===== src/rtl/kapisma_sync.sv =====
// Scores a three-player keypad guessing round: priority winner plus clamped net score.
// One-cycle registered latency, no handshake; async active-low reset clears outputs.

module kapisma_tahmin (
  input  logic [1:0] s_i,
  input  logic [1:0] d_i,
  input  logic [3:0] sayi_i,
  output logic [3:0] sayi_tahmin_o,
  output logic       tahmin_dogru_o
);

  logic [1:0] col;
  logic [1:0] row;
  logic [3:0] row4;

  // A step count of 3 wraps back to the first column/row.
  assign col  = (s_i == 2'd3) ? 2'd0 : s_i;
  assign row  = (d_i == 2'd3) ? 2'd0 : d_i;
  assign row4 = {2'b00, row};

  assign sayi_tahmin_o  = (row4 << 1) + row4 + {2'b00, col} + 4'd1;
  assign tahmin_dogru_o = (sayi_tahmin_o == sayi_i);

endmodule

module kapisma_sync (
  input  logic       clk,
  input  logic       rst_n,
  input  logic [5:0] sag_adimlar,
  input  logic [5:0] asagi_adimlar,
  input  logic [3:0] sayi,
  output logic [1:0] kazanan,
  output logic [4:0] toplam_puan
);

  logic [3:0] tahmin1, tahmin2, tahmin3;
  logic       dogru1, dogru2, dogru3;
  logic [4:0] pos, neg;
  logic [1:0] kazanan_d, kazanan_q;
  logic [4:0] puan_d, puan_q;

  kapisma_tahmin u_oyuncu1 (
    .s_i           (sag_adimlar[5:4]),
    .d_i           (asagi_adimlar[5:4]),
    .sayi_i        (sayi),
    .sayi_tahmin_o (tahmin1),
    .tahmin_dogru_o(dogru1)
  );

  kapisma_tahmin u_oyuncu2 (
    .s_i           (sag_adimlar[3:2]),
    .d_i           (asagi_adimlar[3:2]),
    .sayi_i        (sayi),
    .sayi_tahmin_o (tahmin2),
    .tahmin_dogru_o(dogru2)
  );

  kapisma_tahmin u_oyuncu3 (
    .s_i           (sag_adimlar[1:0]),
    .d_i           (asagi_adimlar[1:0]),
    .sayi_i        (sayi),
    .sayi_tahmin_o (tahmin3),
    .tahmin_dogru_o(dogru3)
  );

  always_comb begin
    kazanan_d = 2'd0;
    pos       = 5'd0;
    neg       = 5'd0;
    puan_d    = 5'd0;

    // Player 3 outranks player 2.
    if (dogru1)      kazanan_d = 2'd1;
    else if (dogru3) kazanan_d = 2'd3;
    else if (dogru2) kazanan_d = 2'd2;

    if (dogru1) pos = pos + {1'b0, tahmin1};
    else        neg = neg + {1'b0, tahmin1};
    if (dogru2) pos = pos + {1'b0, tahmin2};
    else        neg = neg + {1'b0, tahmin2};
    if (dogru3) pos = pos + {1'b0, tahmin3};
    else        neg = neg + {1'b0, tahmin3};

    if (pos > neg) puan_d = pos - neg;
  end

  always_ff @(posedge clk or negedge rst_n) begin
    if (!rst_n) begin
      kazanan_q <= 2'd0;
      puan_q    <= 5'd0;
    end else begin
      kazanan_q <= kazanan_d;
      puan_q    <= puan_d;
    end
  end

  assign kazanan     = kazanan_q;
  assign toplam_puan = puan_q;

endmodule


===== config.mk =====
export PLATFORM = sky130hd
export DESIGN_NAME = kapisma_sync
export DESIGN_NICKNAME = d
export VERILOG_FILES = /design/src/rtl/kapisma_sync.sv
export SDC_FILE = /design/constraint.sdc
export NUM_CORES = 1
export LEC_CHECK = 0
export BUFFER_PORTS_ARGS = -buffer_cell sky130_fd_sc_hd__clkbuf_2
export CAP_MARGIN = 20
export CORE_MARGIN = 10
export CORE_UTILIZATION = 45
export CTS_CLUSTER_DIAMETER = 60
export CTS_CLUSTER_SIZE = 28
export DETAILED_ROUTE_END_ITERATION = 6
export GPL_ROUTABILITY_DRIVEN = 0
export PLACE_DENSITY = 0.65
export SYNTH_ARGS = -nofsm -noshare
export SYNTH_HDL_FRONTEND = slang
export SYNTH_SLANG_ARGS = --single-unit

===== constraint.sdc =====
create_clock -name clk -period 0.95 [get_ports clk]
set_input_delay 0.095 -clock clk [delete_from_list [all_inputs] [get_ports clk]]
set_output_delay 0.095 -clock clk [all_outputs]
set_load 0.01 [all_outputs]

## After elaboration in Yosys (flattened, before gate mapping)

Index checks and enable logic that the tools add are counted.

| storage, ports and cells | value |
|---|---|
| input bits | 18 |
| output and inout bits | 7 |
| word-level logic and storage cells | 42 |
| bits in registers | 7 |

| cells by class | value |
|---|---|
| mux-type cells | 16 |
| $add $sub $neg | 14 |
| $lt $le $gt $ge | 1 |
| equality and inequality tests | 9 |

Operator list:

| cell | number |
|---|---|
| $mux W5 | 5 |
| $add A5 B4 Y5 | 4 |
| $mux W2 | 9 |
| $add A3 B2 Y4 | 3 |
| $add A4 B1 Y4 const B | 3 |
| $add A4 B2 Y4 | 3 |
| $eq A2 B2 Y1 const B | 6 |
| $eq A4 B4 Y1 | 3 |
| $mux W4 | 2 |
| $gt A5 B5 Y1 | 1 |
| $sub A5 B5 Y5 | 1 |

## Depth between registers and ports, before layout

Gate-level depths: netlist (run 1).

| logic depth | value |
|---|---|
| word-level depth | 13 |
| mapped depth | 27 |
| gate-level depth less buffers | 27 |

## By module

From an unflattened synthesis (run 1), not the netlist that was laid out.

| second synthesis, totals | value |
|---|---|
| cells, all modules | 190 |
| area total of the unflattened synthesis | 1775.5 µm² |

By module, submodules not included:

| module | instances | cells an instance | area each (µm²) | seq. area each (µm²) |
|---|---|---|---|---|
| kapisma_sync | 1 | 136 | 1216.2 | 175.2 |
| kapisma_tahmin | 3 | 18 | 186.4 | 0.0 |

## Least setup slack after synthesis (run 1)

Ideal clock, no wire load.

| timing path | value |
|---|---|
| kind | in2reg |
| start point | input asagi_adimlar[4] |
| end point | register puan_q[1], in the netlist toplam_puan[1] |
| cell stages on the path | 21 |
| required time | 807 ps |
| arrival time | 4950 ps |
| setup time | 143 ps |
| setup slack | -4143 ps |
| path buffers | 1 |
| path through | inv_1 -> ha_1 -> inv_1 -> ha_1 -> ha_1 -> fa_1 -> xor2_1 -> or4_1 -> buf_2 -> nor2_2 -> ha_1 -> mux2_2 -> ha_1 -> fa_1 -> mux2_2 -> ha_1 -> nor2b_1 -> o21ai_0 -> a21oi_1 -> o21ai_0 -> a211oi_1 |

| on the way | value |
|---|---|
| longest elaborated chain between the ends | 13 |
| elaborated cells on any way between the ends | 19 |
| those cells by class | add/sub: 8; order compare: 1; eq/ne: 2; mux: 8 |

Ends and longest elaborated chain:

| what | line | source |
|---|---|---|
| from (decl) | 30 | `input logic [5:0] asagi_adimlar,` |
| $eq A2 B2 Y1 | 18 | `assign row = (d_i == 2'd3) ? 2'd0 : d_i;` |
| $mux W2 (*) | 18 |  |
| $add A3 B2 Y4 (*) | 21 | `assign sayi_tahmin_o = (row4 << 1) + row4 + {2'b00, col} + 4'd1;` |
| $add A4 B2 Y4 (*) | 21 |  |
| $add A4 B1 Y4 (*) | 21 |  |
| $eq A4 B4 Y1 | 22 | `assign tahmin_dogru_o = (sayi_tahmin_o == sayi_i);` |
| $mux W4 | 77 | `if (dogru1) pos = pos + {1'b0, tahmin1};` |
| $add A5 B4 Y5, on equally long branches | 79, 80 |  |
| $mux W5 | 79 | `if (dogru2) pos = pos + {1'b0, tahmin2};` |
| $add A5 B4 Y5, on equally long branches | 81, 82 |  |
| $mux W5 | 81 | `if (dogru3) pos = pos + {1'b0, tahmin3};` |
| $sub A5 B5 Y5 or $gt A5 B5 Y1 (tied branches) | 84 | `if (pos > neg) puan_d = pos - neg;` |
| $mux W5 (*) | 84 |  |
| named net puan_d[1] | 40 | `logic [4:0] puan_d, puan_q;` |
| to (signal assigned) | 93 | `puan_q <= puan_d;` |
| to (decl) | 40 |  |

Mark *: on every way through the listed nets, which the timed path passes. The rest lies on a longest branch.

## Final worst setup path (run 1)

Same ends and word-level chain as after synthesis.

==> results of run 1 <==
[final cells by class]
| cell class | count | area [um^2] |
|---|---|---|
| multi-input cells | 162 | 1870 |
| fillers | 225 | 758 |
| repair buffers | 89 | 678 |
| flip-flops and latches | 7 | 175 |
| inverters | 31 | 131 |
| well taps | 48 | 60.1 |
| clock buffers | 3 | 41.3 |
| clock inverters | 1 | 5.00 |
[power by group through the flow]
| stage | registers (mW) | logic [mW] | clock network [mW] |
|---|---|---|---|
| final | 0.365 | 6.15 | 0.408 |
| after global routing | 0.372 | 6.75 | 0.450 |
| after CTS | 0.365 | 5.53 | 0.417 |
| after detailed placement | 0.369 | 4.21 | 0 |
| after global placement | 0.367 | 4.18 | 0 |
| after floorplan | 0.389 | 2.89 | 0 |
[per-stage QoR]
step                      setup WS, ns  cells  setup TNS, ns
after global placement           -4.12    320         -23.64
after floorplan                  -3.73    204         -21.38
after CTS                        -3.66    334         -20.79
final                            -3.69    341         -20.92
after detailed placement         -4.14    320         -23.87
after global routing             -3.95    341         -22.23
[cell usage in the layout, fill, tap and decap left out, types with 5 or more instances in the layout]
| cell | instances |
|---|---|
| buf_4 | 59 |
| inv_1 | 23 |
| clkbuf_2 | 21 |
| ha_1 | 20 |
| ha_4 | 13 |
| xor2_1 | 12 |
| nor2b_1 | 8 |
| xnor2_1 | 7 |
| nand2_1 | 7 |
| dfrtp_1 | 7 |
| a21oi_1 | 6 |
| nand2b_1 | 6 |
| a21o_1 | 6 |
| a21oi_2 | 6 |
| fa_2 | 5 |
[metal layers]
| metal | track usage [%] | vias to the layer above | share of wire (%) |
|---|---|---|---|
| met1 | 17.4 | 821 | 43 |
| met2 | 25.8 | 27 | 53 |
| met4 | 2.38 | 0 | 0.72 |
| met5 | 0 | - | 0 |
| li1 | - | 868 | - |
| met3 | 1.73 | 6 | 3.1 |
[worst max-delay path by stage]
stage               depth (start not counted)                       end  slack (ns)
CTS                                        22  toplam_puan[2]$_DFF_PN0_       -3.66
global route                               27  toplam_puan[1]$_DFF_PN0_       -3.95
finish                                     27  toplam_puan[1]$_DFF_PN0_       -3.69
floorplan                                  25  toplam_puan[1]$_DFF_PN0_       -3.73
global placement                           25  toplam_puan[2]$_DFF_PN0_       -4.12
detailed placement                         25  toplam_puan[2]$_DFF_PN0_       -4.14
[logic make-up after synthesis]
kind of cell | synth area share (%)
and+or+nand+nor | 17.2
adders and majority gates | 33.6
AOI/OAI and AO/OA | 14.0
buffers and inverters | 8.13
xor gates and xnor gates | 11.5
muxes | 5.56
DFF | 9.98
[timing repair]
action | CTS | global route
hold endpoints to repair | 7 | 0
pin swaps | 31 | 37
resized for setup | 37 | 39
buffers inserted | 10 | 9
hold buffers | 1 | 0
endpoints found under the setup margin | 7 | 7
[worst max-delay path: stages]
cell and delay, ns:
clkbuf_16 0.11, inv_8 0.03, ha_4 0.24, inv_2 0.04, ha_4 0.21, ha_4 0.15, fa_2 0.62, xor2_4 0.22
nor4_4 0.06, nor2_2 0.15, ha_2 0.22, inv_2 0.04, fa_1 0.49, nor2_2 0.06, a31oi_4 0.19, inv_1 0.07
ha_1 0.29, a21o_1 0.19, a21oi_2 0.14, xor2_1 0.16, nor2_1 0.08, a21oi_2 0.16, ha_4 0.24, inv_4 0.07
a21oi_4 0.04, o21ai_4 0.25, a211oi_2 0.12
[sequential cells by signal, summed over array words and instances, names as in the netlist]
name and flops:
kazanan 2, toplam_puan 5
==> results.toml, run 1 <==
[cts]
clk_pin_slew_ns = 0.04
clockBufferDepth = 2
cts_buffers = 3
cts_tree = "yes"
htreeDepth = 1
cts_sinks = 7
clockRootBuffer = "clkbuf_8"

[status]
status = "finished with violations"
violations = "negative setup slack"

[power_and_ir_drop]
switching_share_pct = 45.6
p_clk_share_pct = 5.9
total_power_mw = 6.92
p_comb_share_pct = 88.8
p_leak_nw = 1.43
powerDensity_nw_per_um2 = 2340
netSwitchingPower_mw = 3.15
p_int_mw = 3.77
vdd_drop_max_v = 0.00228
pwr-share-seq_pct = 5.3

[logic_synthesis]
synth_area_per_cell_um2 = 8.61
yosys.area.top_type = "ha_1"
synth_edf_count = 0
synth_flop_cell = "dfrtp_1"
synth.area.top_cells = "ha_1, dfrtp_1, fa_1"
syn-cell-area_um2 = 1760
netlist.area_leader.share_pct = 25.7
yosysWarnings = 0
synth_nets = 265
synth_commonest_cells = "ha_1, inv_1, xor2_1"
synth.distinct_cells = 34
synthCells = 204
ys_ff_latch = 7
ys_seq_area_share_pct = 9.98
ys_async_sr_fraction_pct = 100
synth.most_common_cell = "ha_1"

[detailed_routing]
routed_wl_mm = 4.97
vias = 1722
viasPerCell = 5.05
wire_per_inst_um = 14.6
drt-pass1-iter-count = 4
drt_iter0_drc = 56
antenna_left = 0
drcViolationCount = 0

[global_routing]
grt_max_degree = 12
grt_pass1_vias = 1803
overflow = 0
grt_usage_pct = 14.1
grt_pass1_wl_mm = 7.76
antenna_found_initial = 0

[sta]
hold_violations = 0
worst_slack_ns = -3.69
fin_crit_sh_pct = 488
rsz0062_at_grt = "true"
fmax_mhz = 216
holdWs_ns = 0.248
slew_headroom_pct = 80.7
setup_viol = 7
worstMarginPinSlew_ns = 0.287
fin_crit_ns = 4.64
slew_viol_final = 0

[setup_path]
crit_required_ns = 1.04
crit_path_end_kind = "flip-flop"
start_kind = "input port"
worstPathArrival_ns = 4.73
critPathMaxFanout = 5
path_class = "input port to flip-flop"
setup.worst_path.start = "asagi_adimlar[4]"

[layout]
final_core_utilization_pct = 79.6
layout-drive-gt1-share_pct = 56.7
final_area_um2 = 2960
final_nets = 355
num_antenna_cells = 0
syn_to_final_growth_pct = 68.5

[floorplan]
dieWidth_um = 82.5
start_util_pct = 47.2
core.rowCount = 22
die_y_um = 82.5
dieArea_um2 = 6800
core_um2 = 3720
boundaryPins = 25

[placed_design]
numPortBuffers = 24
placed_cell_area_um2 = 2420
dp_hpwl_mm = 3.56

[flow_run]
drv_cap = 0

[hold_path]
holdCritPathClass = "input port to async pin"
(Power assumes the default switching activity.)
==> run 2: changes to the inputs <==
--- a/config.mk
+++ b/config.mk
@@ -7,7 +7,7 @@
 export LEC_CHECK = 0
 export BUFFER_PORTS_ARGS = -buffer_cell sky130_fd_sc_hd__clkbuf_2
 export CAP_MARGIN = 20
-export CORE_MARGIN = 10
+export CORE_MARGIN = 2
 export CORE_UTILIZATION = 45
 export CTS_CLUSTER_DIAMETER = 60
 export CTS_CLUSTER_SIZE = 28
==> run 2 against run 1 <==
  * The flow still finishes with violations (negative setup slack)
  * Largest cell class unchanged
  * Critical path type unchanged
  * Non-clock buffer count grew 2
  * Largest power group unchanged
  * Design area increased by 0.47%
  * Sequential cell count did not move
==> results.toml, run 2 (same netlist as run 1, synthesis figures left out) <==
[placed_design]
place_inst = 320
preCtsSetupSlack_ns = -4.18
numPortBuffers = 24
placed_cell_area_um2 = 2410
dp_hpwl_mm = 3.52

[power_and_ir_drop]
pwr-share-seq_pct = 5.0
p_leak_nw = 1.42
switching_share_pct = 46.1
vdd_drop_max_v = 0.00198
p_int_mw = 3.90
powerDensity_nw_per_um2 = 2430
p_comb_share_pct = 89.4
p_clk_share_pct = 5.6
total_power_mw = 7.23
netSwitchingPower_mw = 3.33

[global_routing]
grt_usage_pct = 22.0
grt_max_degree = 14
antenna_found_initial = 0
grt_pass1_vias = 1707
overflow = 0
grt_pass1_wl_mm = 7.57

[sta]
fin_crit_sh_pct = 495
rsz0062_at_grt = "true"
slew_viol_final = 0
fin_crit_ns = 4.70
setup_viol = 7
worstMarginPinSlew_ns = 0.379
fmax_mhz = 213
slew_headroom_pct = 74.6
worst_slack_ns = -3.75
hold_violations = 0

[status]
status = "finished with violations"
violations = "negative setup slack"

[layout]
syn_to_final_growth_pct = 69.3
num_antenna_cells = 0
final_area_um2 = 2970
fillers = 242
layout-drive-gt1-share_pct = 58.0
finalNonFillerCells = 343
final_nets = 357
final_cell_mix = "buf_4, clkbuf_2, inv_1, ha_1, ha_4"
largest_reg_flops = 5
final_common_cell = "buf_4"

[setup_path]
path_class = "input port to flip-flop"
start_kind = "input port"
crit_path_end_kind = "flip-flop"
crit_required_ns = 1.08
critPathMaxFanout = 5
worstPathArrival_ns = 4.83

[cts]
cts_buffers = 3
htreeDepth = 1
cts_tree = "yes"
cts_sinks = 7
clk_pin_slew_ns = 0.04
clockBufferDepth = 2
clockRootBuffer = "clkbuf_8"

[detailed_routing]
drt-pass1-iter-count = 4
drt_iter0_drc = 103
vias = 1805
drcViolationCount = 0
wire_per_inst_um = 15.2
antenna_left = 0
viasPerCell = 5.26
routed_wl_mm = 5.21

[floorplan]
die_y_um = 66.5
core_um2 = 3720
start_util_pct = 47.2
dieArea_um2 = 4420
core.rowCount = 22
boundaryPins = 25
dieWidth_um = 66.5

[hold_path]
holdCritPathClass = "input port to async pin"

[flow_run]
drv_cap = 0
==> run 2: changes by cell type in the layout (fill, tap and decap cells not counted), sizes merged <==
cell    before  now
clkbuf      25   28
clkinv       1    0
==> run 2: layout make-up <==
class	count	area, um^2	share of cell area, %
Clock buffer	4	45.0	1.52
Multi-Input combinational cell	162	1900	64.0
Tap cell	48	60.1	2.02
Timing Repair Buffer	91	661	22.2
Inverter	31	129	4.34
Sequential cell	7	175	5.89
==> run 2: per-stage QoR <==
step | utilization (%) | hold WS [ns] | TNS, ns
finish | 80.0 | 0.245 | -21.32
global route | 80.0 | 0.247 | -22.39
CTS | 74.4 | 0.233 | -20.67
detailed placement | 64.8 | -0.0664 | -24.00
global placement | 64.8 | -0.0670 | -23.68
floorplan | - | -0.201 | -21.38
==> run 2: worst max-delay path, stage by stage <==
cell       delay [ns]
clkbuf_16        0.11
inv_8            0.03
ha_4             0.25
inv_2            0.04
ha_4             0.23
ha_4             0.15
fa_2             0.59
xor2_4           0.11
or4_4            0.56
nor2_4           0.16
ha_4             0.18
nand3_4          0.07
o41ai_4          0.24
a221oi_2         0.13
mux2i_1          0.16
or2_1            0.27
ha_4             0.29
xor2_1           0.15
nand2_1          0.07
o31a_1           0.13
ha_4             0.30
inv_4            0.04
a21oi_4          0.15
o21ai_4          0.10
a211oi_2         0.22
==> run 2: power groups by stage <==
stage	Sequential (mW)	Clock, mW	Combinational (mW)
finish	0.363	0.406	6.46
global route	0.368	0.438	6.98
CTS	0.363	0.417	5.28
detailed placement	0.367	0	4.16
global placement	0.367	0	4.09
floorplan	0.389	0	2.89
==> run 2: repair_timing <==
item                                    CTS  global route
buffers inserted                         13             7
pin swaps                                32            20
endpoints found under the setup margin    7             7
gates resized for setup                  39            33
hold buffers                              1             0
endpoints found under the hold margin     7             0
==> run 2: final timing paths <==
| kind | start | endpoint | slack [ns] |
|---|---|---|---|
| worst min-delay path | rst_n | kazanan[1]$_DFF_PN0_ | 0.24 |
| max in group asynchronous | rst_n | toplam_puan[1]$_DFF_PN0_ | 0.54 |
| worst max-delay path | asagi_adimlar[4] | toplam_puan[4]$_DFF_PN0_ | -3.75 |
| min in group clk | sayi[2] | kazanan[1]$_DFF_PN0_ | 0.74 |
==> run 2: per-layer routing <==
metal | vias to the layer above | GRT usage (%) | part of all wire, %
met2 | 56 | 40.1 | 53
li1 | 872 | - | -
met3 | 10 | 2.20 | 3.9
met1 | 867 | 28.8 | 41
met5 | - | 0 | 0
met4 | 0 | 2.04 | 2.1
==> run 3: changes to the inputs <==
--- a/config.mk
+++ b/config.mk
@@ -7,7 +7,6 @@
 export LEC_CHECK = 0
 export BUFFER_PORTS_ARGS = -buffer_cell sky130_fd_sc_hd__clkbuf_2
 export CAP_MARGIN = 20
-export CORE_MARGIN = 2
 export CORE_UTILIZATION = 45
 export CTS_CLUSTER_DIAMETER = 60
 export CTS_CLUSTER_SIZE = 28
==> run 3 against run 2 <==
  * Via count rose by 2.3%
  * Critical path type unchanged
  * Largest cell class unchanged
  * Clock power is 6.2% higher
  * Critical path depth rose by 1
  * Combinational power decreased by 6.8%
  * Non-clock buffer count increased by 2
  * Routed wire length grew 13%
  * Global-route usage is 3.4 points higher
  * Die area shrank 5.9%
  * Maximum frequency fell by 3.8%
  * The flow still finishes with violations (negative setup slack)
  * Count of clock-buffer cells in the layout unchanged
  * Worst setup slack got worse by 0.19 ns
==> results.toml, run 3 (same netlist as run 1, synthesis figures left out) <==
[sta]
fin_tns_setup_ns = -22.28
worst_slack_ns = -3.94
slew_headroom_pct = 66.4
hold_violations = 0
worstMarginPinSlew_ns = 0.500
rsz0062_at_grt = "true"
fin_crit_sh_pct = 514
setup_viol = 7
fmax_mhz = 205
fin_crit_ns = 4.89
slew_viol_final = 0

[setup_path]
start_kind = "input port"
path_class = "input port to flip-flop"
crit_required_ns = 1.09
worstPathArrival_ns = 5.03
critPathMaxFanout = 5
crit_path_end_kind = "flip-flop"

[status]
violations = "negative setup slack"
status = "finished with violations"

[cts]
htreeDepth = 1
clockRootBuffer = "clkbuf_8"
clk_pin_slew_ns = 0.04
clockBufferDepth = 2
cts_buffers = 3
cts_tree = "yes"
cts_sinks = 7

[power_and_ir_drop]
p_leak_nw = 1.46
powerDensity_nw_per_um2 = 2220
vdd_drop_max_v = 0.00279
total_power_mw = 6.81

[global_routing]
grt_pass1_vias = 1896
grt_usage_pct = 25.4
antenna_found_initial = 0
overflow = 0
grt_max_degree = 8
grt_pass1_wl_mm = 8.25

[detailed_routing]
vias = 1846
routed_wl_mm = 5.88
drt-pass1-iter-count = 4
antenna_left = 0
viasPerCell = 5.35
drcViolationCount = 0
drt_iter0_drc = 148
wire_per_inst_um = 17.0

[layout]
syn_to_final_growth_pct = 74.9
num_antenna_cells = 0
final_common_cell = "buf_4"
layout-drive-gt1-share_pct = 59.9
final_nets = 359
largest_reg_flops = 5
final_cell_mix = "buf_4, inv_1, clkbuf_2, ha_4, ha_1"
final_area_um2 = 3070

[flow_run]
drv_cap = 0

[placed_design]
preCtsSetupSlack_ns = -4.21
numPortBuffers = 24
dp_hpwl_mm = 3.52
placed_cell_area_um2 = 2440

[hold_path]
holdCritPathClass = "input port to async pin"

[floorplan]
start_util_pct = 47.6
core_um2 = 3690
dieWidth_um = 64.5
core.rowCount = 22
dieArea_um2 = 4150
die_y_um = 64.5
boundaryPins = 25
## run 3: cell count changes in the layout (fill, tap and decap cells not counted), sizes merged
cell | before | now
buf | 66 | 72
clkbuf | 28 | 24
## run 3: power by group
group          total [mW]  internal [mW]  switching, mW
sequential          0.365          0.353         0.0113
clock               0.431          0.291          0.140
combinational        6.02           2.99           3.02
## run 3: area by class of cell
type,count,area (um^2)
timing repair buffer,93,723
fill,195,618
tap,48,60.1
sequential,7,175
multi-input combinational,162,1940
inverter,31,131
clock buffer,4,45.0
## run 3: path summary, 6_finish.rpt
kind                       slack, ns                startpoint  depth (start not counted)                       end
max                            -3.94          asagi_adimlar[4]                         26  toplam_puan[4]$_DFF_PN0_
min                             0.27                     rst_n                          2  toplam_puan[4]$_DFF_PN0_
max in group asynchronous       0.52                     rst_n                          2  toplam_puan[0]$_DFF_PN0_
min in group clk                0.76  toplam_puan[2]$_DFF_PN0_                          1            toplam_puan[2]
## run 3: timing repair
item | CTS | global route
setup buffers | 13 | 11
endpoints found under the setup margin | 7 | 7
hold buffers | 1 | 0
hold endpoints to repair | 7 | 0
resized for setup | 44 | 51
pin swaps | 47 | 35
## run 3: metrics by stage
step                      hold WS, ns  util, %  instances
after detailed placement      -0.0649     66.1        324
final                           0.266     83.2        345
after floorplan                -0.201        -        204
after global routing            0.276     83.2        345
after CTS                       0.237     76.3        340
after global placement        -0.0666     66.1        324
## run 3: critical path, stage by stage
cell and delay [ns]:
clkbuf_16 0.11, inv_8 0.03, ha_4 0.25, inv_2 0.04, ha_4 0.21, ha_4 0.16, fa_2 0.43, xor2_2 0.21
buf_4 0.16, nor4_4 0.27, buf_4 0.17, nand2_1 0.10, inv_2 0.10, ha_1 0.27, buf_4 0.17, xor2_2 0.19
mux2i_1 0.31, ha_1 0.34, xor2_1 0.19, a22oi_1 0.14, o21ai_1 0.12, ha_1 0.35, o21ai_2 0.10, a21oi_4 0.19
o21ai_4 0.11, a211oi_2 0.22
## run 3: routing by layer
| metal | vias up | share of wire (%) | global-route usage, % |
|---|---|---|---|
| li1 | 868 | - | - |
| met1 | 891 | 38 | 30.0 |
| met2 | 62 | 52 | 47.0 |
| met3 | 25 | 4.5 | 4.75 |
| met4 | 0 | 5.4 | 5.56 |
| met5 | - | 0 | 0 |
